**config.mk**
```make
export PLATFORM = sky130hd
export DESIGN_NAME = ibex_mem_arbiter
export DESIGN_NICKNAME = d
export VERILOG_FILES = /design/src/rtl/ibex_pkg.sv /design/src/rtl/ibex_mem_arb_fifo.sv /design/src/rtl/ibex_mem_arbiter.sv
export SDC_FILE = /design/constraint.sdc
export NUM_CORES = 1
export LEC_CHECK = 0
export ABC_AREA = 1
export BUFFER_PORTS_ARGS = -buffer_cell sky130_fd_sc_hd__clkbuf_2
export CAP_MARGIN = 20
export CORE_AREA = 2 2 109 111
export DETAILED_ROUTE_END_ITERATION = 8
export DIE_AREA = 0 0 111 113
export HOLD_SLACK_MARGIN = 0.08
export MAX_ROUTING_LAYER = met4
export PLACE_DENSITY_LB_ADDON = 0.25
export SLEW_MARGIN = 20
export SYNTH_ARGS = -nofsm -noshare
export SYNTH_HDL_FRONTEND = slang
export SYNTH_SLANG_ARGS = --single-unit
```
**constraint.sdc**
```tcl
create_clock -name clk_i -period 1.5 [get_ports clk_i]
set_input_delay 0.15 -clock clk_i [delete_from_list [all_inputs] [get_ports clk_i]]
set_output_delay 0.15 -clock clk_i [all_outputs]
set_load 0.01 [all_outputs]
```
**src/rtl/ibex_pkg.sv**
```systemverilog
// Shared types for the Ibex memory arbiter: host identifiers, arbiter
// states and small helpers used by the arbiter and its response FIFO.
package ibex_pkg;

  typedef enum logic {
    ARB_INSTR = 1'b0,
    ARB_DATA  = 1'b1
  } mem_arb_owner_e;

  typedef enum logic {
    ARB_IDLE   = 1'b0,
    ARB_LOCKED = 1'b1
  } mem_arb_state_e;

  // Instruction fetches are always full-word reads.
  localparam logic [3:0] ARB_INSTR_BE = 4'hF;

  // The host that is not the given one.
  function automatic mem_arb_owner_e arb_other(input mem_arb_owner_e owner);
    return (owner == ARB_INSTR) ? ARB_DATA : ARB_INSTR;
  endfunction

endpackage

```
**src/rtl/ibex_mem_arb_fifo.sv**
```systemverilog
// In-order FIFO of host IDs for granted requests still waiting for rvalid.
// The head names the host that owns the next response from the device.
module ibex_mem_arb_fifo
  import ibex_pkg::*;
#(
  parameter int unsigned Depth = 2
) (
  input  logic           clk_i,
  input  logic           rst_ni,
  input  logic           push_i,
  input  mem_arb_owner_e push_owner_i,
  input  logic           pop_i,
  output logic           full_o,
  output logic           empty_o,
  output mem_arb_owner_e head_o
);

  localparam int unsigned PtrW = (Depth > 1) ? $clog2(Depth) : 1;
  localparam int unsigned CntW = $clog2(Depth + 1);
  localparam logic [PtrW-1:0] LastPtr = PtrW'(Depth - 1);
  localparam logic [CntW-1:0] DepthCnt = CntW'(Depth);

  mem_arb_owner_e  slots_q [Depth];
  logic [PtrW-1:0] wptr_q;
  logic [PtrW-1:0] rptr_q;
  logic [CntW-1:0] cnt_q;
  logic            do_push;
  logic            do_pop;

  assign full_o  = (cnt_q == DepthCnt);
  assign empty_o = (cnt_q == '0);
  assign head_o  = slots_q[rptr_q];

  // Guards keep the count from ever wrapping even if a caller misbehaves.
  assign do_push = push_i & ~full_o;
  assign do_pop  = pop_i & ~empty_o;

  // Slot storage carries only data, so it is left out of reset.
  always_ff @(posedge clk_i) begin
    if (do_push) begin
      slots_q[wptr_q] <= push_owner_i;
    end
  end

  // Pointers and occupancy; a simultaneous push and pop leaves the count alone.
  always_ff @(posedge clk_i or negedge rst_ni) begin
    if (!rst_ni) begin
      wptr_q <= '0;
      rptr_q <= '0;
      cnt_q  <= '0;
    end else begin
      if (do_push) begin
        wptr_q <= (wptr_q == LastPtr) ? '0 : wptr_q + 1'b1;
      end
      if (do_pop) begin
        rptr_q <= (rptr_q == LastPtr) ? '0 : rptr_q + 1'b1;
      end
      case ({do_push, do_pop})
        2'b10:   cnt_q <= cnt_q + 1'b1;
        2'b01:   cnt_q <= cnt_q - 1'b1;
        default: cnt_q <= cnt_q;
      endcase
    end
  end

endmodule

```
**src/rtl/ibex_mem_arbiter.sv**
```systemverilog
// Arbiter sharing one memory device between the Ibex instruction and data
// hosts. A request that is not granted immediately locks the arbiter onto
// its host until the device grants. Responses return in order and are
// steered by an owner FIFO.
// Build option: define IBEX_MEM_ARB_ROUND_ROBIN_EN to alternate between the
// hosts on contention; otherwise the data host always wins.
module ibex_mem_arbiter
  import ibex_pkg::*;
#(
  parameter int unsigned MaxOutstanding = 2
) (
  input  logic        clk_i,
  input  logic        rst_ni,

  input  logic        instr_req_i,
  output logic        instr_gnt_o,
  output logic        instr_rvalid_o,
  input  logic [31:0] instr_addr_i,
  output logic [31:0] instr_rdata_o,
  output logic        instr_err_o,

  input  logic        data_req_i,
  output logic        data_gnt_o,
  output logic        data_rvalid_o,
  input  logic        data_we_i,
  input  logic [3:0]  data_be_i,
  input  logic [31:0] data_addr_i,
  input  logic [31:0] data_wdata_i,
  output logic [31:0] data_rdata_o,
  output logic        data_err_o,

  output logic        mem_req_o,
  input  logic        mem_gnt_i,
  input  logic        mem_rvalid_i,
  output logic        mem_we_o,
  output logic [3:0]  mem_be_o,
  output logic [31:0] mem_addr_o,
  output logic [31:0] mem_wdata_o,
  input  logic [31:0] mem_rdata_i,
  input  logic        mem_err_i,

  output logic        spurious_rvalid_o
);

  mem_arb_state_e state_q;
  mem_arb_owner_e owner_q;
  mem_arb_owner_e sel;
  mem_arb_owner_e head;
  logic           fifo_full;
  logic           fifo_empty;
  logic           req_int;
  logic           dev_gnt;
  logic           rsp_pop;

`ifdef IBEX_MEM_ARB_ROUND_ROBIN_EN
  mem_arb_owner_e last_q;

  // Remember which host the device granted most recently.
  always_ff @(posedge clk_i or negedge rst_ni) begin
    if (!rst_ni) begin
      last_q <= ARB_INSTR;
    end else if (dev_gnt) begin
      last_q <= sel;
    end
  end
`endif

  // The request depends only on host requests and the registered FIFO level,
  // never on this cycle's grant or rvalid.
  assign req_int = (instr_req_i | data_req_i) & ~fifo_full;
  assign dev_gnt = req_int & mem_gnt_i;
  assign rsp_pop = mem_rvalid_i & ~fifo_empty;

  // Owner selection: a locked owner wins outright, otherwise arbitrate.
  always_comb begin
    sel = ARB_INSTR;
    if (state_q == ARB_LOCKED) begin
      sel = owner_q;
    end else if (instr_req_i && data_req_i) begin
`ifdef IBEX_MEM_ARB_ROUND_ROBIN_EN
      sel = arb_other(last_q);
`else
      sel = ARB_DATA;
`endif
    end else if (data_req_i) begin
      sel = ARB_DATA;
    end
  end

  // Lock FSM: hold the selected host until the device finally grants it.
  always_ff @(posedge clk_i or negedge rst_ni) begin
    if (!rst_ni) begin
      state_q <= ARB_IDLE;
      owner_q <= ARB_INSTR;
    end else begin
      case (state_q)
        ARB_IDLE: begin
          if (req_int && !mem_gnt_i) begin
            state_q <= ARB_LOCKED;
            owner_q <= sel;
          end
        end
        ARB_LOCKED: begin
          if (mem_gnt_i) begin
            state_q <= ARB_IDLE;
          end
        end
        default: state_q <= ARB_IDLE;
      endcase
    end
  end

  ibex_mem_arb_fifo #(
    .Depth(MaxOutstanding)
  ) u_owner_fifo (
    .clk_i       (clk_i),
    .rst_ni      (rst_ni),
    .push_i      (dev_gnt),
    .push_owner_i(sel),
    .pop_i       (rsp_pop),
    .full_o      (fifo_full),
    .empty_o     (fifo_empty),
    .head_o      (head)
  );

  // Device-side request and forwarded attributes; all outputs read 0 in reset.
  always_comb begin
    mem_req_o   = 1'b0;
    mem_we_o    = 1'b0;
    mem_be_o    = 4'h0;
    mem_addr_o  = 32'h0;
    mem_wdata_o = 32'h0;
    if (rst_ni) begin
      mem_req_o = req_int;
      if (sel == ARB_DATA) begin
        mem_we_o    = data_we_i;
        mem_be_o    = data_be_i;
        mem_addr_o  = data_addr_i;
        mem_wdata_o = data_wdata_i;
      end else begin
        mem_be_o    = ARB_INSTR_BE;
        mem_addr_o  = instr_addr_i;
      end
    end
  end

  // Host-side grants, response steering and broadcast read data.
  always_comb begin
    instr_gnt_o       = 1'b0;
    data_gnt_o        = 1'b0;
    instr_rvalid_o    = 1'b0;
    data_rvalid_o     = 1'b0;
    instr_rdata_o     = 32'h0;
    data_rdata_o      = 32'h0;
    instr_err_o       = 1'b0;
    data_err_o        = 1'b0;
    spurious_rvalid_o = 1'b0;
    if (rst_ni) begin
      instr_gnt_o       = dev_gnt & (sel == ARB_INSTR);
      data_gnt_o        = dev_gnt & (sel == ARB_DATA);
      instr_rvalid_o    = rsp_pop & (head == ARB_INSTR);
      data_rvalid_o     = rsp_pop & (head == ARB_DATA);
      instr_rdata_o     = mem_rdata_i;
      data_rdata_o      = mem_rdata_i;
      instr_err_o       = mem_err_i;
      data_err_o        = mem_err_i;
      spurious_rvalid_o = mem_rvalid_i & fifo_empty;
    end
  end

endmodule
```
Word-level counts from Yosys, hierarchy flattened
Memories as Yosys holds them, arrays and structs flattened.
Index checks and enable logic that the tools add are counted.
{"block": "classes", "n_addsub": 4, "n_eq_ne": 3, "muxes": 27, "bitwise_logic": 16, "reduce_logical": 6}
{"operator": "two-way mux 32 bit", "n": 5}
{"operator": "two-way mux 1 bit", "n": 18}
{"operator": "AND 1 bit", "n": 10}
{"operator": "two-way mux 4 bit", "n": 2}
{"operator": "NOT 1 bit", "n": 5}
{"operator": "== test 2 bit (second input constant)", "n": 2}
{"operator": "case mux 2 bit (2 select lines)", "n": 1}
{"operator": "adder 1 bit (second input constant)", "n": 2}
{"operator": "adder 2 x 1 -> 2 bit (second input constant)", "n": 1}
{"operator": "== test 2 x 1 -> 1 bit (second input constant)", "n": 1}
{"operator": "logical AND 1 bit", "n": 2}
{"operator": "zero test 2 bit", "n": 1}
{"operator": "case mux 1 bit (2 select lines)", "n": 1}
{"operator": "AND reduction 2 bit", "n": 1}
{"operator": "nonzero test 2 bit", "n": 1}
{"operator": "subtractor 2 x 1 -> 2 bit (second input constant)", "n": 1}
{"operator": "zero test 1 bit", "n": 1}
{"operator": "bitwise OR 1 bit", "n": 1}
{"block": "totals", "register_bits": 6, "ramBits": 2, "in_bits": 140, "elab_cells": 62, "memories": 1}
{"name": "u_owner_fifo.slots_q", "words": 2, "word_bits": 1, "rd": 1, "rd_ports_with_merged_regs": 0, "write_ports": 1, "line_no": "ibex_mem_arb_fifo.sv:23", "source": "mem_arb_owner_e slots_q [Depth];"}

Depth between registers and ports, before layout
Gate-level depths: netlist of run 1.
{"block": "depth", "word_depth": 7, "mapped_depth": 10, "mapped_depth_nobuf": 10}

Modules after synthesis
From an unflattened synthesis of run 1, not the netlist that was laid out.
{"block": "hier_totals", "cells_unflattened": 364, "hier_area_um2": 1890.6}
{"module": "ibex_mem_arbiter", "n_inst": 1, "cells_each": 326, "area_per_inst_um2": 1577.8, "seq_area_each_um2": 50.0}
{"module": "ibex_mem_arb_fifo", "n_inst": 1, "cells_each": 38, "area_per_inst_um2": 312.8, "seq_area_each_um2": 160.2}

Worst setup path before layout of run 1
OpenSTA, ideal clock, no wires.
{"block": "synth_path", "path_kind": "register -> register", "start": "register u_owner_fifo.cnt_q[0]", "end": "register u_owner_fifo.cnt_q[1]", "arrival_time_ns": 1.223, "required_time_ns": 1.383, "path_slack_ns": 0.160, "path_stages_with_launch": 10, "n_path_buf": 0, "period_less_slack_ns": 1.340, "path_cell_list": "dfrtp_1 > inv_1 > nand2_1 > nand2_1 > inv_1 > ha_1 > inv_1 > nand3_1 > nand2_1 > nand2_1"}
{"element": "start: declaration", "line_no": "ibex_mem_arb_fifo.sv:26", "source": "logic [CntW-1:0] cnt_q;"}
{"element": "start signal: assignment", "line_no": "ibex_mem_arb_fifo.sv:59", "source": "2'b10: cnt_q <= cnt_q + 1'b1;"}
{"element": "start signal: assignment", "line_no": "ibex_mem_arb_fifo.sv:60", "source": "2'b01: cnt_q <= cnt_q - 1'b1;"}
{"element": "start signal: assignment", "line_no": "ibex_mem_arb_fifo.sv:61", "source": "default: cnt_q <= cnt_q;"}
{"element": "zero test 2 bit (*)", "line_no": "ibex_mem_arb_fifo.sv:31", "source": "assign empty_o = (cnt_q == '0);"}
{"element": "NOT 1 bit (*)", "line_no": "ibex_mem_arb_fifo.sv:36, ibex_mem_arbiter.sv:72"}
{"element": "AND 1 bit", "line_no": "ibex_mem_arbiter.sv:72", "source": "assign rsp_pop = mem_rvalid_i & ~fifo_empty;"}
{"element": "AND 1 bit (*)", "line_no": "ibex_mem_arb_fifo.sv:36", "source": "assign do_pop = pop_i & ~empty_o;"}
{"element": "named net u_owner_fifo.do_pop", "line_no": "ibex_mem_arb_fifo.sv:28", "source": "logic do_pop;"}
{"element": "== test 2 x 1 -> 1 bit / == test 2 bit (equally long branches)", "line_no": "ibex_mem_arb_fifo.sv:58", "source": "case ({do_push, do_pop})"}
{"element": "case mux 2 bit (2 select lines) / nonzero test 2 bit (equally long branches)"}
The timed path passes the listed nets; every way through them passes the cells marked *.
A chain may end at the register's enable or synchronous reset.

Worst setup path after layout of run 1
{"block": "layout_path", "start": "register state_q", "end": "output mem_addr_o[22]"}
{"block": "layout_between", "elab_chain_cells": 3}
{"element": "start: declaration", "line_no": "ibex_mem_arbiter.sv:45", "source": "mem_arb_state_e state_q;"}
{"element": "start signal: assignment", "line_no": "ibex_mem_arbiter.sv:93", "source": "state_q <= ARB_IDLE;"}
{"element": "start signal: assignment", "line_no": "ibex_mem_arbiter.sv:99", "source": "state_q <= ARB_LOCKED;"}
{"element": "start signal: assignment", "line_no": "ibex_mem_arbiter.sv:105", "source": "state_q <= ARB_IDLE;"}
{"element": "two-way mux 1 bit", "line_no": "ibex_mem_arbiter.sv:77", "source": "if (state_q == ARB_LOCKED) begin"}
{"element": "two-way mux 32 bit", "line_no": "ibex_mem_arbiter.sv:135", "source": "if (sel == ARB_DATA) begin"}
{"element": "two-way mux 32 bit", "line_no": "ibex_mem_arbiter.sv:133", "source": "if (rst_ni) begin"}
{"element": "end: declaration", "line_no": "ibex_mem_arbiter.sv:37", "source": "output logic [31:0] mem_addr_o,"}
No other way between the ends.

==> results of run 1 <==
[kinds of logic after synthesis]
group	Yosys count	synth area share
AND/OR/NAND/NOR	209	0.5064
buffers and inverters	135	0.3612
flip-flops	8	0.1134
XOR/XNOR	2	0.009455
AO/OA/AOI/OAI	1	0.002698
adder cells (fa/ha/maj)	1	0.006751
[cell type report]
cell class / instances / area [um^2] / area share
repair buffers: 298 / 1645 / 0.4740
multi-input cells: 214 / 1065 / 0.3068
flip-flops and latches: 8 / 210.2 / 0.06056
well taps: 143 / 178.9 / 0.05155
clock buffers: 4 / 78.83 / 0.02271
inverters: 78 / 292.8 / 0.08435
[worst max-delay path by stage]
stage / to / slack [ns] / cells past startpoint
floorplan: u_owner_fifo.cnt_q[1] / 0.16 / 9
global placement: mem_addr_o[10] / 0.12 / 6
detailed placement: mem_wdata_o[24] / 0.09 / 6
CTS: mem_addr_o[21] / -0.09 / 8
global route: mem_addr_o[22] / -0.18 / 7
finish: mem_addr_o[22] / -0.09 / 7
[worst reg2reg max path, cell delays in order, from the launching register on]
cell	delay (ns)
dfrtp_1	0.39
inv_1	0.10
nand2_1	0.08
nand2_1	0.08
inv_1	0.06
ha_1	0.32
inv_1	0.08
nand3_1	0.07
nand2_1	0.05
nand2_1	0.04
[per-layer routing]
metal | vias up | routed length (um) | GRT usage
met5 | - | 0 | -
met4 | 0 | 0 | 0.01583
met3 | 0 | 609 | 0.02035
met2 | 135 | 4654 | 0.2344
met1 | 1264 | 3414 | 0.1428
li1 | 1544 | - | -
[registers in the layout, summed over array words and instances (netlist names)]
name and cells:
u_owner_fifo.rptr_q 1, u_owner_fifo.cnt_q 2, state_q 1, u_owner_fifo.slots_q 2, u_owner_fifo.wptr_q 1, owner_q 1
[power breakdown]
part           internal [mW]  total, mW  switching, mW
clock                  0.354      0.462          0.108
sequential             0.325      0.376         0.0504
combinational           1.04       2.36           1.32
total                   1.72       3.20           1.48
[synth_stat cells, drive strengths merged]
master | n | area (um^2)
edfxtp | 2 | 60.06
dfrtp | 6 | 150.1
clkbuf | 2 | 7.510
xnor2 | 1 | 8.760
nand3 | 37 | 185.2
o21ai | 1 | 5.000
inv | 78 | 292.8
nor3 | 2 | 10.01
nand4 | 34 | 212.7
buf | 55 | 369.1
nor2 | 42 | 157.7
xor2 | 1 | 8.760
nand2 | 94 | 372.8
ha | 1 | 12.51
[cells in the final DEF (no fill, tap or decap)]
cell and instances:
ha_1 1, nor2_2 11, xor2_1 1, nand3_1 31, buf_6 1, buf_8 1
dfrtp_1 6, buf_4 10, nand2_1 90, nor3_1 2, nand3_2 6, edfxtp_1 2
dlygate4sd3_1 1, nor2_1 31, clkbuf_1 1, nand4_1 34, bufbuf_16 1, nand2_2 1
xnor2_1 1, clkbuf_2 263, inv_2 1, nand2_4 2, buf_2 16, inv_1 77
clkbuf_16 4, buf_12 4, o21ai_0 1, nand2_8 2
[timing repair]
item | 4_1_cts | 5_1_grt
hold endpoints to repair | 6 | 0
resized for setup | 8 | 32
pin swaps | 1 | 7
gates cloned | 1 | 2
setup buffers | 3 | 1
endpoints found under the setup margin | 64 | 71
hold buffers | 1 | 0
==> results.json, run 1 <==
{
  "place_inst": 733,
  "antenna_found_initial": 0,
  "r2r-end": "u_owner_fifo.cnt_q[1]",
  "worst_ir_drop_vdd_mv": 0.3679,
  "critical_path_class": "flop to primary output",
  "die_area_mm2": 0.01254,
  "utilization": 0.3079,
  "cts_buffers": 3,
  "path_clk_slew_ns": 0.04,
  "drt_iter0_markers": 95,
  "routabilityCongestion": 0.7880,
  "finalCriticalPeriod_ns": 1.587,
  "h-tree-depth": 1,
  "hold_depth": 2,
  "worstSetupStartpointType": "flop",
  "nets": 744,
  "post-route-period-util": 1.058,
  "crit_path_end_kind": "primary output",
  "clock_skew_ns": 0.002350,
  "drv_slew": 0,
  "layout-drive-gt1-share": 0.5365,
  "cp_slowest_cell": "dfrtp_1",
  "cts_tree": "done",
  "nFillCells": 1265,
  "ant_nets": 0,
  "grtUsageTotal": 0.1245,
  "rows": 39,
  "avgSynthCellArea_um2": 5.205,
  "final.setup.worst_slack_ns": -0.08693,
  "die_h_um": 113,
  "area_growth_pct": 87.31,
  "finalInstanceArea_mm2": 0.003471,
  "reg2reg_slack_ns": 0.11,
  "dr.pass1.iters": 4,
  "grt_first_pass_wirelength_um": 12700,
  "fmax_mhz": 630.1,
  "cp_max_fo": 13,
  "vias": 2943,
  "synth_cell_types": 18,
  "die_x_um": 111,
  "drt_wl_total_um": 8678,
  "grt_pass1_vias": 2583,
  "place_hpwl_um": 6964,
  "hold_slack_ns": 0.1750,
  "crit_family": "buffers and inverters",
  "initial_core_util": 0.1644,
  "gr-total-overflow": 0,
  "core_mm2": 0.01127,
  "clkLatencyLatePin_ns": 0.23,
  "hp-start": "mem_gnt_i",
  "setup_viol": 65,
  "io_buffers": 280,
  "ctsLongestPathBuffers": 2,
  "worstHoldPathType": "input pin to flop",
  "hold_viol": 0,
  "rsz0062_at_grt": "true",
  "worst_pin_slew_ns": 0.3130,
  "vias_per_cell": 3.950,
  "stdcell_count": 745,
  "tns_ns": -3.603,
  "hold_end": "state_q",
  "crit_required_ns": 1.35,
  "timing.rr.start": "u_owner_fifo.cnt_q[1]",
  "drc": 0,
  "cellPowerDensity_mw_per_mm2": 921.2,
  "post_synth_inst_count": 356,
  "maxSlewHeadroom": 0.7914,
  "seq_area_frac_synth": 0.1134,
  "cts.sinks": 8,
  "cp_slowest_stage_delay_ns": 0.40,
  "boundaryPins": 281,
  "critPathLaunch": "state_q",
  "dp_slack_ns": 0.09277,
  "netlist_area_mm2": 0.001853,
  "clockRootBuffer": "clkbuf_16",
  "path_cells": "inv_2 -> nand2_4 -> nand2_8 -> bufbuf_16 -> nand3_1 -> nand2_1 -> clkbuf_2",
  "grt_max_degree": 51,
  "drt-wirelength-per-cell_um": 11.65,
  "yosys_warnings": 0,
  "power.total_mw": 3.197,
  "violations": "negative setup slack",
  "crit_buf_inv": 3,
  "antenna_cells": 0,
  "placedInstanceArea_mm2": 0.003179,
  "outcome": "finished, violations left",
  "syn_nets": 497,
  "synth_seq_cells": 8,
  "ff2ff_path_depth": 9,
  "cap_viol_max_count": 0,
  "p_leak_nw": 2.517,
  "arrival_ns": 1.44
}
(Power assumes the default switching activity.)
==> inputs of run 2 (changes only) <==
- CTS_CLUSTER_DIAMETER: default -> 100
- SKIP_CTS_REPAIR_TIMING: default -> 1
==> results.json, run 2 (synthesis results as in run 1) <==
{
  "cp_max_fo": 27,
  "worstSetupStartpointType": "flop",
  "cap_viol_max_count": 0,
  "reg2reg_slack_ns": 0.12,
  "critical_path_class": "flop to primary output",
  "utilization": 0.3064,
  "drt_wl_total_um": 8593,
  "initial_core_util": 0.1644,
  "placedInstanceArea_mm2": 0.003179,
  "path_clk_slew_ns": 0.04,
  "final.setup.worst_slack_ns": -0.05686,
  "crit_required_ns": 1.35,
  "worstHoldPathType": "input pin to flop",
  "ant_nets": 0,
  "drt_iter0_markers": 81,
  "drc": 0,
  "critPathLaunch": "state_q",
  "drv_slew": 0,
  "cts_tree": "done",
  "r2r-end": "u_owner_fifo.cnt_q[1]",
  "clkLatencyLatePin_ns": 0.23,
  "area_growth_pct": 86.36,
  "post-route-period-util": 1.038,
  "grt_first_pass_wirelength_um": 12230,
  "boundaryPins": 281,
  "layout_commonest_cell": "clkbuf_2",
  "crit_end": "mem_addr_o[13]",
  "clockRootBuffer": "clkbuf_16",
  "hold_viol": 0,
  "vias_per_cell": 3.964,
  "layout-drive-gt1-share": 0.5341,
  "dr.pass1.iters": 4,
  "setup_viol": 52,
  "antenna_found_initial": 0,
  "hp-start": "mem_gnt_i",
  "maxSlewHeadroom": 0.8039,
  "die_area_mm2": 0.01254,
  "vias": 2949,
  "h-tree-depth": 1,
  "finalInstanceArea_mm2": 0.003453,
  "ctsLongestPathBuffers": 2,
  "crit_path_end_kind": "primary output",
  "io_buffers": 280,
  "cts.sinks": 8,
  "drt-wirelength-per-cell_um": 11.55,
  "final_cell_mix": "clkbuf_2, nand2_1, inv_1, nor2_1, nand4_1",
  "fmax_mhz": 642.3,
  "grt_max_degree": 51,
  "die_h_um": 113,
  "place_hpwl_um": 6964,
  "violations": "negative setup slack",
  "worst_pin_slew_ns": 0.2932,
  "dp_slack_ns": 0.09277,
  "grtUsageTotal": 0.1194,
  "largestRegisters": "u_owner_fifo.cnt_q (2), u_owner_fifo.slots_q (2)",
  "nets": 743,
  "arrival_ns": 1.41,
  "gr-total-overflow": 0,
  "clock_skew_ns": 0.003349,
  "ff2ff_path_depth": 9,
  "core_mm2": 0.01127,
  "rsz0062_at_grt": "true",
  "timing.rr.start": "u_owner_fifo.cnt_q[1]",
  "die_x_um": 111,
  "outcome": "finished, violations left",
  "cts_buffers": 3,
  "p_leak_nw": 2.508,
  "worst_ir_drop_vdd_mv": 0.4024,
  "hold_slack_ns": 0.1722,
  "routabilityCongestion": 0.7880,
  "antenna_cells": 0,
  "cellPowerDensity_mw_per_mm2": 905.0,
  "rows": 39,
  "grt_pass1_vias": 2502,
  "power.total_mw": 3.125,
  "finalCriticalPeriod_ns": 1.557
}
[run 2: worst max-delay path: stages (launching register included)]
cell and delay (ns):
dfrtp_1 0.40, nand2_2 0.16, buf_8 0.22, nand4_1 0.16, nand2_1 0.10, clkbuf_2 0.13
[run 2: layout make-up]
type / instances / area [um^2]
clock buffers: 4 / 78.83
well taps: 143 / 178.9
flip-flops and latches: 8 / 210.2
multi-input cells: 213 / 1064
repair buffers: 298 / 1629
inverters: 78 / 292.8
fillers: 1266 / 7819
[run 2: per-stage QoR]
step                      TNS, ns  instances
final                      -1.216        744
after detailed placement        0        733
after global placement          0        733
after global routing       -7.392        744
after CTS                  -7.533        737
after floorplan                 0        356
[run 2: power breakdown]
group | switching [mW] | leakage, nW | internal, mW | total, mW
sequential | 0.0505 | 0.0913 | 0.325 | 0.376
combinational | 1.31 | 2.38 | 0.981 | 2.29
clock | 0.106 | 0.0382 | 0.354 | 0.461
total | 1.47 | 2.51 | 1.66 | 3.13
[run 2: layer usage]
metal / vias up / wire length (um) / GRT usage / part of all wire
li1: 1540 / - / - / -
met1: 1268 / 3380 / 0.1415 / 0.39
met2: 139 / 4563 / 0.2184 / 0.53
met3: 2 / 629 / 0.02035 / 0.073
met4: 0 / 19 / 0.01500 / 0.0022
met5: - / 0 / - / 0
[run 2: worst min-delay path by stage]
stage	to	slack [ns]	cells past startpoint
3_3_place_gp	u_owner_fifo.cnt_q[0]	0.06	1
3_5_place_dp	u_owner_fifo.cnt_q[0]	0.06	1
2_1_floorplan	owner_q	-0.15	0
5_1_grt	state_q	0.23	2
4_1_cts	u_owner_fifo.cnt_q[0]	-0.18	1
6_report	state_q	0.17	2
==> inputs of run 3 (changes only) <==
- PLACE_DENSITY: default -> 0.59
- PLACE_DENSITY_LB_ADDON: 0.25 -> default
==> results.json, run 3 (synthesis results as in run 1) <==
{
  "violations": "negative setup slack",
  "place_inst": 736,
  "die_h_um": 113,
  "place_hpwl_um": 7223,
  "worst_ir_drop_vdd_mv": 0.5020,
  "grtUsageTotal": 0.1204,
  "path_cells": "inv_2 -> nand2_4 -> nand2_8 -> clkbuf_16 -> nand3_1 -> nand2_1 -> clkbuf_2",
  "outcome": "finished, violations left",
  "worstSetupStartpointType": "flop",
  "clockRootBuffer": "clkbuf_16",
  "initial_core_util": 0.1644,
  "cellPowerDensity_mw_per_mm2": 921.7,
  "antenna_cells": 0,
  "path_clk_slew_ns": 0.04,
  "rows": 39,
  "placedInstanceArea_mm2": 0.003239,
  "finalInstanceArea_mm2": 0.003508,
  "stdcell_count": 750,
  "critical_path_class": "flop to primary output",
  "drc": 0,
  "crit_family": "flip-flops",
  "worstHoldPathType": "input pin to flop",
  "ctsLongestPathBuffers": 2,
  "io_buffers": 280,
  "grt_pass1_vias": 2557,
  "drt-wirelength-per-cell_um": 12.15,
  "p_leak_nw": 2.542,
  "h-tree-depth": 1,
  "grt_first_pass_wirelength_um": 12270,
  "dr.pass1.iters": 4,
  "layout_commonest_cell": "clkbuf_2",
  "routabilityCongestion": 0.7573,
  "boundaryPins": 281,
  "nets": 749,
  "gr-total-overflow": 0,
  "cp_slowest_cell": "dfrtp_1",
  "post-route-period-util": 1.036,
  "maxSlewHeadroom": 0.7622,
  "antenna_found_initial": 0,
  "die_area_mm2": 0.01254,
  "crit_required_ns": 1.35,
  "drv_slew": 0,
  "hold_viol": 0,
  "vias": 3033,
  "worst_pin_slew_ns": 0.3567,
  "die_x_um": 111,
  "cts.sinks": 8,
  "multi_input_area_mm2": 0.001026,
  "cts_tree": "done",
  "arrival_ns": 1.40,
  "cap_viol_max_count": 0,
  "clkLatencyLatePin_ns": 0.23,
  "power.total_mw": 3.234,
  "final.setup.worst_slack_ns": -0.05414,
  "nFillCells": 1266,
  "finalCriticalPeriod_ns": 1.554,
  "cp_max_fo": 7,
  "register_area_um2": 210.2,
  "fmax_mhz": 643.4,
  "drt_iter0_markers": 120,
  "ant_nets": 0,
  "crit_buf_inv": 3,
  "layout-drive-gt1-share": 0.5189,
  "largestRegisters": "u_owner_fifo.cnt_q (2), u_owner_fifo.slots_q (2)",
  "drt_wl_total_um": 9115,
  "final_cell_mix": "clkbuf_2, nand2_1, inv_1, nor2_1, nand3_1",
  "clock_skew_ns": 0.003891,
  "core_mm2": 0.01127,
  "cp_slowest_stage_delay_ns": 0.40,
  "crit_path_end_kind": "primary output",
  "rsz0062_at_grt": "true",
  "setup_viol": 69,
  "dp_slack_ns": 0.09157,
  "cts_buffers": 3,
  "vias_per_cell": 4.044,
  "grt_max_degree": 35,
  "area_growth_pct": 89.33
}
[run 3: changes by cell type in the layout (fill, tap and decap cells not counted), sizes merged]
cell / before / now
clkbuf: 262 / 282
nand2: 94 / 95
buf: 39 / 24
[run 3: worst paths after layout]
path                                  startpoint                     to  slack, ns  cells after the start
min in group asynchronous                 rst_ni    u_owner_fifo.rptr_q       0.63                      2
setup / recovery                         state_q         mem_addr_o[26]      -0.05                      7
hold reg to reg              u_owner_fifo.wptr_q    u_owner_fifo.wptr_q       0.47                      2
max in group asynchronous                 rst_ni                state_q       0.65                      2
setup reg to reg           u_owner_fifo.cnt_q[1]  u_owner_fifo.cnt_q[1]       0.15                      9
hold / removal                         mem_gnt_i                state_q       0.18                      2
[run 3: metrics by stage]
stage | hold WS, ns | setup TNS, ns | util
final | 0.1827 | -1.422 | 0.3112
after global routing | 0.1815 | -6.390 | 0.3112
after CTS | -0.1793 | -5.298 | 0.2944
after detailed placement | 0.06175 | 0 | 0.2874
after global placement | 0.06171 | 0 | 0.2874
after floorplan | -0.1456 | 0 | -
[run 3: power by group]
part | total (mW) | switching (mW) | leakage, nW | internal (mW)
registers | 0.380 | 0.0544 | 0.0913 | 0.325
clock network | 0.455 | 0.101 | 0.0382 | 0.354
logic | 2.40 | 1.35 | 2.41 | 1.05
[run 3: per-layer routing]
| layer | GRT usage | share of wire | vias to the layer above |
|---|---|---|---|
| li1 | - | - | 1556 |
| met2 | 0.2229 | 0.50 | 176 |
| met5 | - | 0 | - |
| met1 | 0.1452 | 0.42 | 1299 |
| met3 | 0.01446 | 0.074 | 2 |
| met4 | 0.01250 | 0.0030 | 0 |
[run 3: final cells by class]
type / instances / share of cell area
multi-input combinational: 214 / 0.2924
timing repair buffer: 303 / 0.4907
clock buffer: 4 / 0.02247
tap: 143 / 0.05100
sequential: 8 / 0.05991
inverter: 78 / 0.08345
